<file path="src/rtl/uc_io_hs.sv">
`default_nettype none
// ============================================================================
// Module   : uc_io_hs
// Brief    : Maquina Sencilla control unit whose IN/OUT states use valid/ready
//            handshakes. Define UC_IO_TIMEOUT_EN for the I/O timeout watchdog.
// Revision : 1.0 - initial release
// ============================================================================
module uc_io_hs #(
  parameter int TO_W    = 8,
  parameter int TIMEOUT = 200
) (
  input  logic        clk,
  input  logic        reset,
  input  logic        c3,
  input  logic        c2,
  input  logic        c1,
  input  logic        c0,
  input  logic        fz,
  input  logic        in_valid,
  input  logic        out_ready,
  output logic [11:0] out,
  output logic        in_ack,
  output logic        out_valid,
  output logic        fault,
  output logic [3:0]  state
);

  typedef enum logic [3:0] {
    S_FETCH  = 4'd0,
    S_DECODE = 4'd1,
    S_OPA    = 4'd2,
    S_OPB    = 4'd6,
    S_WR     = 4'd7,
    S_CMP    = 4'd9,
    S_MOV    = 4'd10,
    S_BR     = 4'd11,
    S_FAULT  = 4'd13,
    S_IN     = 4'd14,
    S_OUT    = 4'd15
  } state_t;

  localparam logic [11:0] C_CW_FETCH = 12'b000001100000;
  localparam logic [11:0] C_CW_OPA   = 12'b100000001000;
  localparam logic [11:0] C_CW_OPB   = 12'b110000010000;
  localparam logic [11:0] C_CW_WR    = 12'b110010000100;
  localparam logic [11:0] C_CW_CMP   = 12'b000100000100;
  localparam logic [11:0] C_CW_MOV   = 12'b111010000100;
  localparam logic [11:0] C_CW_BR    = 12'b110001100000;
  localparam logic [11:0] C_CW_IN    = 12'b111010000010;
  localparam logic [11:0] C_CW_OUT   = 12'b111000000101;

  state_t r_state;
  state_t w_next;
  logic   w_hs;
  logic   w_wait;
  logic   w_expire;

  assign w_hs   = ((r_state == S_IN) && in_valid) || ((r_state == S_OUT) && out_ready);
  assign w_wait = ((r_state == S_IN) || (r_state == S_OUT)) && !w_hs;

  always_ff @(posedge clk or negedge reset) begin
    if (!reset) r_state <= S_FETCH;
    else        r_state <= w_next;
  end

  always_comb begin
    w_next = S_FETCH;
    case (r_state)
      S_FETCH:  w_next = S_DECODE;
      S_DECODE: begin
        if ({c1, c0} != 2'b11) w_next = S_OPA;
        else if (!c3)          w_next = fz ? S_BR : S_FETCH;
        else if (!c2)          w_next = S_IN;
        else                   w_next = S_OUT;
      end
      // Opcode bits can change after DECODE; an 11 here falls back to FETCH.
      S_OPA: begin
        if (!c1)      w_next = S_OPB;
        else if (!c0) w_next = S_MOV;
        else          w_next = S_FETCH;
      end
      S_OPB:        w_next = c0 ? S_CMP : S_WR;
      S_BR:         w_next = S_DECODE;
      S_FAULT:      w_next = S_FAULT;
      S_IN, S_OUT: begin
        if (w_expire)    w_next = S_FAULT;
        else if (w_wait) w_next = r_state;
        else             w_next = S_FETCH;
      end
      default:      w_next = S_FETCH;
    endcase
  end

  always_comb begin
    out = 12'd0;
    case (r_state)
      S_FETCH: out = C_CW_FETCH;
      S_OPA:   out = C_CW_OPA;
      S_OPB:   out = C_CW_OPB;
      S_WR:    out = C_CW_WR;
      S_CMP:   out = C_CW_CMP;
      S_MOV:   out = C_CW_MOV;
      S_BR:    out = C_CW_BR;
      S_IN:    out = in_valid  ? C_CW_IN  : 12'd0;
      S_OUT:   out = out_ready ? C_CW_OUT : 12'd0;
      default: out = 12'd0;
    endcase
  end

  assign in_ack    = (r_state == S_IN) && in_valid;
  assign out_valid = (r_state == S_OUT);
  assign state     = r_state;

`ifdef UC_IO_TIMEOUT_EN
  logic [TO_W-1:0] r_cnt;
  logic            r_fault;
  logic            w_enter_io;

  assign w_enter_io = ((w_next == S_IN) || (w_next == S_OUT)) && (w_next != r_state);
  assign w_expire   = w_wait && (r_cnt == TO_W'(TIMEOUT));

  always_ff @(posedge clk or negedge reset) begin
    if (!reset) begin
      r_cnt   <= '0;
      r_fault <= 1'b0;
    end else begin
      if (w_enter_io)                  r_cnt <= '0;
      else if (w_wait && r_cnt != '1)  r_cnt <= r_cnt + 1'b1;
      if (w_expire)                    r_fault <= 1'b1;
    end
  end

  assign fault = r_fault;
`else
  logic unused_cfg;
  assign unused_cfg = ^{TO_W, TIMEOUT};
  assign w_expire   = 1'b0;
  assign fault      = 1'b0;
`endif

endmodule
`default_nettype wire

</file>
<file path="config.mk">
export PLATFORM = sky130hd
export DESIGN_NAME = uc_io_hs
export DESIGN_NICKNAME = d
export VERILOG_FILES = /design/src/rtl/uc_io_hs.sv
export SDC_FILE = /design/constraint.sdc
export NUM_CORES = 1
export LEC_CHECK = 0
export CAP_MARGIN = 10
export CORE_AREA = 2 2 39 41
export CTS_BUF_LIST = sky130_fd_sc_hd__clkbuf_2
export DETAILED_ROUTE_END_ITERATION = 8
export DIE_AREA = 0 0 41 43
export GPL_TIMING_DRIVEN = 0
export PLACE_DENSITY = 0.83
export SYNTH_ARGS = -nofsm -noshare
export SYNTH_HDL_FRONTEND = slang
export SYNTH_SLANG_ARGS = --single-unit
</file>
<file path="constraint.sdc">
create_clock -name clk -period 3.9 [get_ports clk]
set_input_delay 0.78 -clock clk [delete_from_list [all_inputs] [get_ports clk]]
set_output_delay 0.78 -clock clk [all_outputs]
set_load 0.03 [all_outputs]
</file>
Word level (Yosys, flattened, before mapping)
Index checks and enable logic that the tools add are counted.

storage, ports and cells
  register bits = 4
  input bits = 9
  output and inout bits = 19

cells by class
  equality and inequality tests = 12
  muxes and demuxes = 12
  reduce and logical (&&, ||, !) cells = 9

operator list
  operator                                                          count
  12-bit case mux with 9 select lines                               1
  4-bit two-way mux                                                 7
  4-bit == test (second input constant)                             6
  12-bit two-way mux                                                2
  4-bit case mux with 6 select lines                                1
  4-bit by 3-bit == test with 1-bit output (second input constant)  2
  4-bit by 1-bit == test with 1-bit output (second input constant)  1
  4-bit by 2-bit == test with 1-bit output (second input constant)  1
  4-bit zero test                                                   1
  2-bit inequality test (second input constant)                     2
  2-bit OR reduction                                                2
  1-bit logical AND                                                 3
  1-bit logical OR                                                  2
  1-bit zero test                                                   1
  1-bit two-way mux                                                 1

Depth between registers and ports, before layout
  depth after elaboration = 7
  gate-level depth with buffers = 5

Worst setup path before layout
No wires, ideal clock.

  path type = reg-to-output
  from = reg r_state[2], in the netlist state[2]
  to = out in_ack
  arrival = 1.892 ns
  required time = 3.120 ns
  slack = 1.228 ns
  cell stages (with the launch flop) = 4
  cell sequence = dfrtp_1 > buf_4 > inv_2 > nor4_1

between the ends
  longest elaborated chain between the ends = 2

RTL lines
  element                 line  source
  from (decl)             52    state_t r_state;
  from (signal assigned)  63    else r_state <= w_next;
  4-bit == test           110   assign in_ack = (r_state == S_IN) && in_valid;
  1-bit logical AND       110
  to (decl)               22    output logic in_ack,

Every way passes these cells.

Worst setup path in the final report
  from = in in_valid
  to = out out[11]

between the ends
  longest elaborated chain between the ends = 2

RTL lines
  element                              line  source
  from (decl)                          19    input logic in_valid,
  12-bit two-way mux                   104   S_IN: out = in_valid ? C_CW_IN : 12'd0;
  12-bit case mux with 9 select lines  96    case (r_state)
  to (decl)                            21    output logic [11:0] out,

Every way passes these cells.

==> metrics.csv <==
stage,metric,value,unit
routing,first_iter_violations,16,
yosys,syn_avg_cell_area,8.08,µm²
power,vdd_drop_max,412,µV
finish,layout.nets,108,
yosys,synth_area_leaders,"dfrtp_1 18%, buf_4 5.5%, nor3b_1 5.5%",
yosys,ys_types,39,
setup_path,startpoint_type,input pin,
cts,cts_hold_buf,0,
cts,numCtsBuffers,3,
routing,post_drt_wl_per_cell,12.5,µm
routing,viasPerCell,5.38,
setup_path,crit_family,buffers and inverters,
setup_path,path_max_fanout,4,
yosys,synth_fa_ha_area_share,0,%
yosys,syn-instance-count,68,
die,num_rows,14,
die,die_height,43,µm
yosys,synth.area.mux_share,5.92,%
worst_hold_path,whs_path_depth,4,
cts,cts_max_level,1,
run_status,status,completed,
yosys,ys_ff_latch,4,
placed_design,gp_congestion,0.771,
placed_design,dp_hpwl,1090,µm
timing,layout_min_cycle_time,3.24,ns
setup_path,crit_buf_inv,2,
routing,drtPass1Iterations,5,
timing,finalCritPeriodShare,83.0,%
die,num_io_pins,28,
yosys,synth_edf_count,0,
grt,antenna_found_initial,0,
grt,grt_max_degree,11,
setup_path,worstSetupPathType,input pin to output pin,
cts,clock_latency,0.23,ns
yosys,syn-num-nets,77,
yosys,yosys_warnings,0,
yosys,yosysTopAreaCellShare,18.2,%
finish,syn_to_final_growth,53.8,%
setup_path,r2r_slack,2.58,ns
die,initial_utilization,39.7,%
setup_path,crit_chain,clkdlybuf4s50_1 > mux2_2 > o31ai_2 > a21oi_1 > clkdlybuf4s50_1,
setup_path,crit_path_end_kind,output pin,
placed_design,port_buffers,26,
routing,vias,608,
routing,remaining_drc_errors,0,
grt,first_global_vias,525,
finish,instances_no_fill,113,
cts,clock_sinks,4,
setup_path,required,3.12,ns
timing,rsz0062_at_grt,no,
finish,drive_above_1_share,20.6,%
finish,largest_reg_flops,4,
power,p_per_area,774,mW/mm²
timing,maxSlewViolCount,0,
yosys,synth_xor_area_share,1.59,%
placed_design,dpl-instance-area,830,µm²
die,fp.coreArea,0.00138,mm²
yosys,synth_top_cell_by_area,dfrtp_1,
finish,final_cell_area,845,µm²
worst_hold_path,holdPathEnd,state[2],
setup_path,cpMostUsedCell,clkdlybuf4s50_1,
yosys,synth_area,549,µm²
grt,grt_pass1_wl,2160,µm
yosys,synthMostInstantiatedCell,nand2_1,
setup_path,timing.rr.end,state[1],
cts,cts-root-buf,clkbuf_2,
run,drv_cap,0,
timing,final.setup_skew,0.0142,ns
timing,fin_ws,0.664,ns
cts,cts_buffer_depth,2,
timing,hold_violations,0,
placed_design,place_inst,110,
yosys,synth_top_family_by_area,simple AND/OR/NAND/NOR gates,
setup_path,crit_slowest_cell,clkdlybuf4s50_1,
cts,post-cts-setup-buffers,0,
yosys,synthSimpleGateAreaFrac,37.6,%
setup_path,r2r_start,state[2],
yosys,synth_compound_area_share,23.5,%
yosys,yosysSeqAreaShare,18.2,%
routing,wl,1410,µm
placed_design,post-place-ws,0.681,ns
worst_hold_path,hold_path_class,flop to flop,
yosys,synth_common_cells,"5 x nand2_1, 4 x buf_4, 4 x dfrtp_1, 4 x nor3b_1",
cts,cts.repair.resized,0,
grt,grt_usage,18.3,%
grt,grt-ovfl-total,0,
setup_path,reg2regPathDepth,3,
cts,cts_tree,built,
setup_path,max_stage_delay,0.60,ns
timing,setup_tns,0,ns
die,fp.dieW,41,µm
power,p_leak,0.331,nW
die,die_area,0.00176,mm²
worst_hold_path,min_from,state[0],
timing,setup_viol_count_final,0,
finish,utilization,61.0,%
routing,ant_nets,0,
setup_path,worstPathArrival,2.46,ns
cts,clkTransAtPathRegs,0.06,ns
finish,num_antenna_cells,0,
yosys,async_reset_ff_share,100,%
timing,max_freq,309,MHz
yosys,synth_flop_cell,dfrtp_1,
## metal layers
layer  share of wire, %  up-vias  global-route usage, %
li1                   -      309                      -
met1                 45      268                   24.0
met2                 47       26                   27.2
met3                4.5        5                   1.57
met4                2.8        0                   12.0
met5                  0        -                      0
## worst max path at each step
stage | start | end | slack [ns] | depth (start not counted)
5_1_grt | out_ready | out[11] | 0.59 | 5
3_3_place_gp | out_ready | out[11] | 0.69 | 5
3_5_place_dp | in_valid | out[11] | 0.68 | 5
6_report | in_valid | out[11] | 0.66 | 5
4_1_cts | out_ready | out[11] | 0.68 | 5
2_1_floorplan | state[2] | in_ack | 1.23 | 3
## metrics by stage
step                hold WS, ns  power, W
detailed placement        0.713  0.000613
global route              0.767  0.000694
global placement          0.710  0.000608
floorplan                 0.484  0.000450
finish                    0.694  0.000654
CTS                       0.703  0.000655
## power breakdown
part | internal, W | leakage (nW) | total [W] | switching [W]
Sequential | 0.0000590 | 0.0519 | 0.0000906 | 0.0000315
Clock | 0.0000208 | 0.0125 | 0.0000418 | 0.0000211
Combinational | 0.000237 | 0.266 | 0.000521 | 0.000284
## layout by cell type (no fill, tap or decap), types with 2 or more instances in the layout
cell,instances
and3_1,2
buf_6,2
mux2_2,2
nor3b_1,4
nor4_1,2
nor2b_1,3
clkbuf_2,3
clkdlybuf4s50_1,26
nand2b_1,2
o22ai_1,2
nor2_1,3
inv_2,2
nand4_1,2
buf_4,4
nand2_1,5
nand3_1,2
nor3_1,2
dfrtp_1,4
a21oi_1,3
## final cells by class
type / count / area, µm²
sequential: 4 / 100
buffer: 7 / 57.6
inverter: 3 / 11.3
fill: 135 / 539
multi-input combinational: 54 / 380
clock buffer: 3 / 15.0
tap: 16 / 20.0
timing repair buffer: 26 / 260
## kinds of logic (layout without fill, tap and decap cells)
family	count (synthesis)	in the layout
xor+xnor	1	1
simple gates	33	33
mux	3	3
buf+inv	10	39
other cells	1	1
flops	4	4
compound gates	16	16
## worst register-to-register path, stage by stage (launching register included)
cell	delay [ns]
dfrtp_1	0.47
nor4b_4	0.37
a21oi_1	0.13
o32ai_2	0.26
No activity file was read; power rests on OpenSTA's default activity.
